===== config.mk =====
export PLATFORM = sky130hd
export DESIGN_NAME = sm3_msg_hash_flat
export DESIGN_NICKNAME = d
export VERILOG_FILES = /design/src/rtl/sm3_msg_hash_if.sv /design/src/rtl/sm3_msg_hash.sv /design/src/flat_wrapper.sv
export SDC_FILE = /design/constraint.sdc
export NUM_CORES = 2
export LEC_CHECK = 0
export ABC_AREA = 1
export ABC_CLOCK_PERIOD_IN_PS = 22700
export CAP_MARGIN = 10
export CORE_MARGIN = 4
export CORE_UTILIZATION = 45
export DETAILED_ROUTE_END_ITERATION = 8
export SYNTH_ARGS = -nofsm -noshare
export SYNTH_HDL_FRONTEND = slang
export SYNTH_SLANG_ARGS = --single-unit

===== constraint.sdc =====
create_clock -name clk -period 22.7 [get_ports clk]
set_clock_uncertainty 0.1 [all_clocks]
set_input_delay 4.54 -clock clk [delete_from_list [all_inputs] [get_ports clk]]
set_output_delay 4.54 -clock clk [all_outputs]
set_load 0.03 [all_outputs]

===== src/rtl/sm3_msg_hash_if.sv =====
// Start/busy/done request bundle for the fixed-length SM3 hasher.
// The master side issues requests; the hasher is the slave.
interface sm3_msg_hash_if #(
    parameter int MSG_BITS = 512
);
    localparam int NBLK  = (MSG_BITS + 65 + 511) / 512;
    localparam int CNT_W = $clog2(NBLK + 1);

    logic                start;
    logic [MSG_BITS-1:0] msg;
    logic                busy;
    logic                done;
    logic [255:0]        hash_value;
    logic [CNT_W-1:0]    blk_idx;

    modport master (
        output start, msg,
        input  busy, done, hash_value, blk_idx
    );

    modport slave (
        input  start, msg,
        output busy, done, hash_value, blk_idx
    );
endinterface


===== src/rtl/sm3_msg_hash.sv =====
// SM3 digest of a fixed-length message: padding built at elaboration,
// one iterative compression core chained across all 512-bit blocks.
module sm3_cf (
    input  logic         clk,
    input  logic         rst_n,
    input  logic         start,
    input  logic [255:0] v_in,
    input  logic [511:0] blk,
    output logic         fin,
    output logic [255:0] hash
);
    typedef enum logic [1:0] {C_IDLE, C_CALC, C_DONE} cst_t;

    cst_t         st;
    logic [5:0]   j;
    logic [31:0]  w [16];
    logic [31:0]  a, b, c, d, e, f, g, h;
    logic [255:0] v;
    logic [31:0]  tj, a12, ss1, ss2, ff, gg, tt1, tt2, wn;
    logic         lo;

    function automatic logic [31:0] rotl(input logic [31:0] x,
                                         input logic [4:0] n);
        logic [63:0] t;
        t = {x, x} << n;
        return t[63:32];
    endfunction

    function automatic logic [31:0] p0(input logic [31:0] x);
        return x ^ rotl(x, 5'd9) ^ rotl(x, 5'd17);
    endfunction

    function automatic logic [31:0] p1(input logic [31:0] x);
        return x ^ rotl(x, 5'd15) ^ rotl(x, 5'd23);
    endfunction

    // w is a 16-word sliding window: w[0] is W[j], w[15] is W[j+15]
    always_comb begin
        lo  = (j[5:4] == 2'b00);
        tj  = lo ? 32'h79cc4519 : 32'h7a879d8a;
        a12 = rotl(a, 5'd12);
        ss1 = rotl(a12 + e + rotl(tj, j[4:0]), 5'd7);
        ss2 = ss1 ^ a12;
        ff  = lo ? (a ^ b ^ c) : ((a & b) | (a & c) | (b & c));
        gg  = lo ? (e ^ f ^ g) : ((e & f) | (~e & g));
        tt1 = ff + d + ss2 + (w[0] ^ w[4]);
        tt2 = gg + h + ss1 + w[0];
        wn  = p1(w[0] ^ w[7] ^ rotl(w[13], 5'd15))
            ^ rotl(w[3], 5'd7) ^ w[10];
    end

    assign hash = v ^ {a, b, c, d, e, f, g, h};

    always_ff @(posedge clk) begin
        if (!rst_n) begin
            st  <= C_IDLE;
            j   <= '0;
            fin <= 1'b0;
        end else begin
            fin <= 1'b0;
            unique case (st)
                C_IDLE: if (start) begin
                    st <= C_CALC;
                    j  <= '0;
                end
                C_CALC: begin
                    j <= j + 6'd1;
                    if (j == 6'd63) begin
                        st  <= C_DONE;
                        fin <= 1'b1;
                    end
                end
                C_DONE:  st <= C_IDLE;
                default: st <= C_IDLE;
            endcase
        end
    end

    always_ff @(posedge clk) begin
        if (st == C_IDLE && start) begin
            v <= v_in;
            {a, b, c, d, e, f, g, h} <= v_in;
            for (int i = 0; i < 16; i++)
                w[i] <= blk[511-32*i -: 32];
        end else if (st == C_CALC) begin
            d <= c;
            c <= rotl(b, 5'd9);
            b <= a;
            a <= tt1;
            h <= g;
            g <= rotl(f, 5'd19);
            f <= e;
            e <= p0(tt2);
            for (int i = 0; i < 15; i++)
                w[i] <= w[i+1];
            w[15] <= wn;
        end
    end
endmodule

module sm3_msg_hash #(
    parameter int MSG_BITS = 512
) (
    input logic           clk,
    input logic           reset,
    sm3_msg_hash_if.slave bus
);
    localparam int NBLK  = (MSG_BITS + 65 + 511) / 512;
    localparam int CNT_W = $clog2(NBLK + 1);
    localparam int PADW  = NBLK * 512;
    localparam int ZW    = PADW - MSG_BITS - 65;
    localparam logic [255:0] IV0 =
        256'h7380166f4914b2b9172442d7da8a0600a96f30bc163138aae38dee4db0fb0e4e;

    typedef enum logic [1:0] {IDLE, RUN, GAP, FIN} state_t;

    state_t              state;
    logic [MSG_BITS-1:0] msg_q;
    logic [255:0]        iv;
    logic [255:0]        cf_hash;
    logic                cf_start;
    logic                cf_end;
    logic [PADW-1:0]     padded;
    logic [511:0]        blk;
    logic [CNT_W-1:0]    blk_idx;
    logic                busy;
    logic                done;
    logic [255:0]        hash_value;

    assign padded = {msg_q, 1'b1, {ZW{1'b0}}, 64'(MSG_BITS)};

    always_comb begin
        blk = '0;
        for (int k = 0; k < NBLK; k++)
            if (blk_idx == CNT_W'(k))
                blk = padded[PADW-1-512*k -: 512];
    end

    sm3_cf u_cf (
        .clk   (clk),
        .rst_n (~reset),
        .start (cf_start),
        .v_in  (iv),
        .blk   (blk),
        .fin   (cf_end),
        .hash  (cf_hash)
    );

    // cf_start rises one cycle into RUN and drops on cf_end,
    // so the core always sees a low cycle between blocks
    always_ff @(posedge clk) begin
        if (reset) begin
            state      <= IDLE;
            busy       <= 1'b0;
            done       <= 1'b0;
            hash_value <= '0;
            blk_idx    <= '0;
            iv         <= IV0;
            cf_start   <= 1'b0;
            msg_q      <= '0;
        end else begin
            done <= 1'b0;
            unique case (state)
                IDLE: if (bus.start) begin
                    msg_q   <= bus.msg;
                    iv      <= IV0;
                    blk_idx <= '0;
                    busy    <= 1'b1;
                    state   <= RUN;
                end
                RUN: if (cf_end) begin
                    iv       <= cf_hash;
                    cf_start <= 1'b0;
                    if (blk_idx == CNT_W'(NBLK - 1)) begin
                        state <= FIN;
                    end else begin
                        blk_idx <= blk_idx + CNT_W'(1);
                        state   <= GAP;
                    end
                end else begin
                    cf_start <= 1'b1;
                end
                GAP: begin
                    cf_start <= 1'b1;
                    state    <= RUN;
                end
                FIN: begin
                    hash_value <= iv;
                    done       <= 1'b1;
                    busy       <= 1'b0;
                    blk_idx    <= '0;
                    state      <= IDLE;
                end
            endcase
        end
    end

    assign bus.busy       = busy;
    assign bus.done       = done;
    assign bus.hash_value = hash_value;
    assign bus.blk_idx    = blk_idx;
endmodule


===== src/flat_wrapper.sv =====
// flat-port wrapper written by rule: the top's interface ports become plain ports
module sm3_msg_hash_flat 
#(
    parameter int MSG_BITS = 512
)
  (clk, reset, bus_start, bus_msg, bus_busy, bus_done, bus_hash_value, bus_blk_idx);
  sm3_msg_hash_if #(.MSG_BITS(MSG_BITS)) bus_i ();
  input logic clk;
  input logic reset;
  input wire logic [$bits(bus_i.start)-1:0] bus_start;
  input wire logic [$bits(bus_i.msg)-1:0] bus_msg;
  output wire logic [$bits(bus_i.busy)-1:0] bus_busy;
  output wire logic [$bits(bus_i.done)-1:0] bus_done;
  output wire logic [$bits(bus_i.hash_value)-1:0] bus_hash_value;
  output wire logic [$bits(bus_i.blk_idx)-1:0] bus_blk_idx;
  assign bus_i.start = bus_start;
  assign bus_i.msg = bus_msg;
  assign bus_busy = bus_i.busy;
  assign bus_done = bus_i.done;
  assign bus_hash_value = bus_i.hash_value;
  assign bus_blk_idx = bus_i.blk_idx;
  sm3_msg_hash #(.MSG_BITS(MSG_BITS)) u_core (.clk(clk), .reset(reset), .bus(bus_i));
endmodule

# After elaboration in Yosys (flattened, before gate mapping)
# Memories as Yosys holds them, arrays and structs flattened.
# Cells that the tools add are included.
# op_classes
bitwise	41
n_eq_ne	11
n_reduce_logical	19
shift	1
n_addsub	10
n_mux	64
# ops
operator	count
$mux 32	34
$mux 512	2
$mux 256	2
$pmux 256 s2	1
$xor 32x32->32	14
$add 32x32->32	8
$xor 256x256->256	1
$and 32x32->32	5
$or 32x32->32	3
$shl 63x5->64	1
$not 32->32	1
$mux 26	1
$or 1x1->1	16
$mux 2	7
$pmux 6 s2	1
$mux 1	10
$reduce_and 2->1	5
$reduce_bool 2->1	5
$logic_not 2->1	4
$ne 2x2->1 const B	4
$pmux 2 s4	1
$add 6x1->6 const B	1
$eq 2x1->1 const B	3
$eq 6x6->1 const B	1
13 further kinds	15
# totals
memories	1
elab_cells	167
ram_bits	512
register_bits	1552
in_bits	515
# mem_list
name	depth	width	rd	rd_clocked_by_memory_dff	write_ports	line_no	rtl
u_core.u_cf.w	16	32	16	0	16	sm3_msg_hash.sv:16	logic [31:0] w [16];

# Logic depth before layout (Yosys ltp)
# logic_depth
word_depth	11
depth_mapped	51
ltp_nobuf	49

# Modules after synthesis
# From an unflattened synthesis, not the netlist that was laid out.
# hier_totals
hier_cells	12211
hier_area_um2	100256.2
# modules_own_cells
mod	area_each_um2	seq_area_each_um2	instances	cells_per_inst
sm3_cf	58818.9	30929.7	1	6236
sm3_msg_hash	41437.2	20639.8	1	5975

# Least setup slack after synthesis
# No wires, ideal clock.
# synth_path
path_type	register to register
start	reg u_core.u_cf.st[0]
end	reg u_core.u_cf.a[0] (enable)
path_stages_with_launch	7
setup_time_ns	1.107
setup_slack_ns	5.680
arrival_time_ns	15.813
cell_sequence	dfxtp_1 > inv_1 > nand2_1 > nor2_1 > clkbuf_1 > nor2_1 > inv_1
# synth_via
elab_chain_len	3
# synth_rtl
item	line_no	rtl
start, declared	sm3_msg_hash.sv:14	cst_t st;
start signal, assigned	sm3_msg_hash.sv:56	st <= C_IDLE;
start signal, assigned	sm3_msg_hash.sv:63	st <= C_CALC;
start signal, assigned	sm3_msg_hash.sv:69	st <= C_DONE;
$logic_not 2->1	sm3_msg_hash.sv:80	if (st == C_IDLE && start) begin
$logic_and 1x1->1	sm3_msg_hash.sv:80	
$reduce_bool 2->1 (no source line) *	n/a	
end signal, assigned	sm3_msg_hash.sv:82	{a, b, c, d, e, f, g, h} <= v_in;
end signal, assigned	sm3_msg_hash.sv:89	a <= tt1;
end, declared	sm3_msg_hash.sv:17	logic [31:0] a, b, c, d, e, f, g, h;
# Mark *: on every way between the ends. The rest lies on a longest branch, timed or not.
# A chain may end at the register's enable or synchronous reset.

# Worst setup path after layout
# layout_path
start	reg u_core.u_cf.j[4]
end	reg u_core.u_cf.a[23], data pin
# layout_via
elab_chain_len	9
# layout_rtl
item	line_no	rtl
start, declared	sm3_msg_hash.sv:15	logic [5:0] j;
start signal, assigned	sm3_msg_hash.sv:67	j <= j + 6'd1;
$logic_not 2->1	sm3_msg_hash.sv:39	lo = (j[5:4] == 2'b00);
$mux 26	sm3_msg_hash.sv:40	tj = lo ? 32'h79cc4519 : 32'h7a879d8a;
$shl 63x5->64	sm3_msg_hash.sv:25	t = {x, x} << n;
$add 32x32->32	sm3_msg_hash.sv:42	ss1 = rotl(a12 + e + rotl(tj, j[4:0]), 5'd7);
$xor 32x32->32	sm3_msg_hash.sv:43	ss2 = ss1 ^ a12;
$add 32x32->32 * (2 in a row)	sm3_msg_hash.sv:46	tt1 = ff + d + ss2 + (w[0] ^ w[4]);
$mux 32 *	sm3_msg_hash.sv:85	end else if (st == C_CALC) begin
$mux 32 *	sm3_msg_hash.sv:80	
# Mark *: on every way between the ends. The rest lies on a longest branch, timed or not. The select of a mux whose other input is x is not followed.

==> impl_metrics.toml <==
[cts]
postCtsHoldBufs = 0
ctsLongestPathBuffers = 3
path_clk_slew_ns = 0.06
cts_tree = "done"
cts_inserted_buffers = 211
clock-root-buffer = "clkbuf_16"
ctsResizeCount = 0
cts.sink_count = 2064
post_cts_buffers = 0
htree_num_levels = 4
clkLatencyLatePin_ns = 0.89

[die]
core_um2 = 209600
die_x_um = 467.0
fp.dieH_um = 467.0
io_pins = 775
num_rows = 168
dieArea_um2 = 218100
start_util_pct = 45.23

[critical_path]
cp.arrival_ns = 10.36
crit_required_ns = 23.22
critPathKind = "register to register"
end_kind = "register"
cpMostUsedCell = "nand2_1"
r2r_setup_slack_ns = 12.86
slowest_delay_ns = 0.77
cp_max_fo = 37
critPathLaunchType = "register"
crit_slowest_cell = "o21ai_0"

[logic_synthesis]
yosysUniqueCellTypes = 53
synth-seq-cells = 2064
yosysSeqAreaShare_pct = 54.40
avgSynthCellArea_um2 = 8.738
synth_area_leaders = "edfxtp_1 (32%), dfxtp_1 (22%), nand2_1 (10%)"
synthesis.instances = 10850
synth.yosys.warnings = 0
synth_area_um2 = 94790
synth_top_area_cell = "edfxtp_1"
synth_nets = 11660
yosysTopAreaCellShare_pct = 32.44

[route]
drt-total-wl_mm = 368.9
drtAntennaViolNets = 0
drtIter0Drc = 8638
drc_errors = 0
dr.pass1.iters = 6
vias = 77940
routed_via_density = 5.447
wl_per_cell_um = 25.78

[place]
port_buffers = 774
placed_cell_area_um2 = 104500
routabilityCongestion = 0.9948
dpl.hpwl_mm = 276.2

[timing]
setup_viol = 0
fin_setup_tns_ns = 0
fmax_mhz = 101.6
fin_crit_ns = 9.840
maxSlewHeadroom_pct = 19.73
slew_viol_final = 0
worst_slew_pin_slew_ns = 1.200
finalHoldViolCount = 0
period_share_pct = 43.35
rsz0062_at_grt = "false"

[grt]
antenna_found_initial = 9
grt_overflow = 0
track_usage_pct = 32.84
grt_pass1_vias = 73230
grt_max_degree = 195
grt_pass1_wl_mm = 520.4

[final_layout]
area_delta_synth_final_pct = 17.69
nets = 12110
nFillCells = 19480
fin_area_um2 = 111600
drive_gt1_share_pct = 4.167

[job]
cap_violations = 0

[min_path]
hp-class = "register to register"

[outcome]
status = "finished clean"
flip-flops by register name, indices dropped and copies added (netlist names):
| signal | cells |
|---|---|
| u_core.u_cf.d | 32 |
| u_core.u_cf.c | 32 |
| u_core.u_cf.a | 32 |
| u_core.bus.done | 1 |
| u_core.state | 2 |
| u_core.msg_q | 512 |
| u_core.iv | 256 |
| u_core.u_cf.v | 256 |
| u_core.u_cf.g | 32 |
| u_core.bus.hash_value | 256 |
| u_core.u_cf.fin | 1 |
| u_core.u_cf.h | 32 |
| u_core.u_cf.st | 2 |
| u_core.bus.blk_idx | 2 |
| u_core.u_cf.w | 512 |
| u_core.cf_start | 1 |
| u_core.u_cf.b | 32 |
| u_core.u_cf.e | 32 |
| u_core.bus.busy | 1 |
| u_core.u_cf.j | 6 |
| u_core.u_cf.f | 32 |
worst max-delay path: cells and delay by family (launching register included):
kind	cells	cell delay, ns
fa+ha+maj	7	2.92
compound gates	8	2.58
simple gates	13	2.13
mux	1	0.17
xor+xnor	2	0.51
flops	1	0.30
buf+inv	5	0.85
path summary, 6_finish.rpt:
path	startpoint	end	depth (start not counted)
hold / removal	u_core.msg_q[419]	u_core.msg_q[419]	2
setup reg to reg	u_core.u_cf.j[4]	u_core.u_cf.a[23]	36
setup / recovery	u_core.u_cf.j[4]	u_core.u_cf.a[23]	36
hold reg to reg	u_core.msg_q[419]	u_core.msg_q[419]	2
layout by cell type (no fill, tap or decap), types with 79 or more instances in the layout:
master              n
nand3_1           824
inv_1             556
nand2_1          2548
xnor2_1            92
buf_4              79
clkbuf_16         220
ha_1              104
nor2_1           1650
edfxtp_1         1024
dfxtp_1          1040
clkdlybuf4s50_1   773
a21oi_1           365
o21ai_0          1243
xor2_1            381
fa_1              188
final cells by class:
class	instances	area, um^2	area share, %
tap	2805	3510	3.146
sequential	2064	51570	46.22
multi-input combinational	7601	38740	34.73
clock buffer	325	6210	5.566
antenna	10	25.02	0.02243
clock inverter	78	877.1	0.7862
timing repair buffer	858	8451	7.575
inverter	569	2181	1.955
cells in the mapped netlist, drive strengths merged:
master	instances
buf	93
xor2	381
o21a	3
xor3	1
nor2	1656
ha	105
mux2i	21
xnor3	2
dfxtp	1040
nand3b	10
edfxtp	1024
a31oi	10
a21boi	5
nand2	2559
or2	30
and3	1
o211ai	7
xnor2	94
o21ai	1252
nand3	826
inv	566
nor4	2
a21o	4
a221oi	3
clkbuf	521
o21bai	15
clkinv	3
a21oi	372
a22oi	1
a211oi	4
o221a	1
nor3	26
a31o	2
fa	188
o221ai	1
nand4	19
kinds of logic (layout without fill, tap and decap cells):
group	count (synthesis)	in the layout	share of synthesized area (%)
flip-flops	2064	2064	54.40
AND/OR/NAND/NOR	5129	5129	21.69
XOR/XNOR	478	478	4.477
AO/OA/AOI/OAI	1680	1680	9.072
multiplexers	21	21	0.2217
other	0	10	0
buffers and inverters	1183	1830	4.783
adder cells (fa/ha/maj)	293	293	5.356
layer usage:
metal / up-vias / track usage (%) / wire (um)
met1: 37780 / 45.05 / 156100
met2: 3193 / 52.79 / 170600
met3: 489 / 4.706 / 26120
met4: 2 / 12.52 / 15980
met5: - / 0 / 13
li1: 36480 / - / -
stage by stage:
| step | setup WS, ns | instances | util [%] | hold slack, ns |
|---|---|---|---|---|
| finish | 12.86 | 14310 | 53.23 | 0.3826 |
| CTS | 12.92 | 14300 | 53.22 | 0.3839 |
| global placement | 12.82 | 13900 | 49.84 | 0.3625 |
| global route | 12.33 | 14310 | 53.23 | 0.3970 |
| detailed placement | 12.93 | 13900 | 49.84 | 0.3723 |
| floorplan | 5.680 | 10850 | - | 0.3477 |
Power is not shown: default switching activity piles up to over one toggle a cycle in this logic, so the estimate is an artifact.
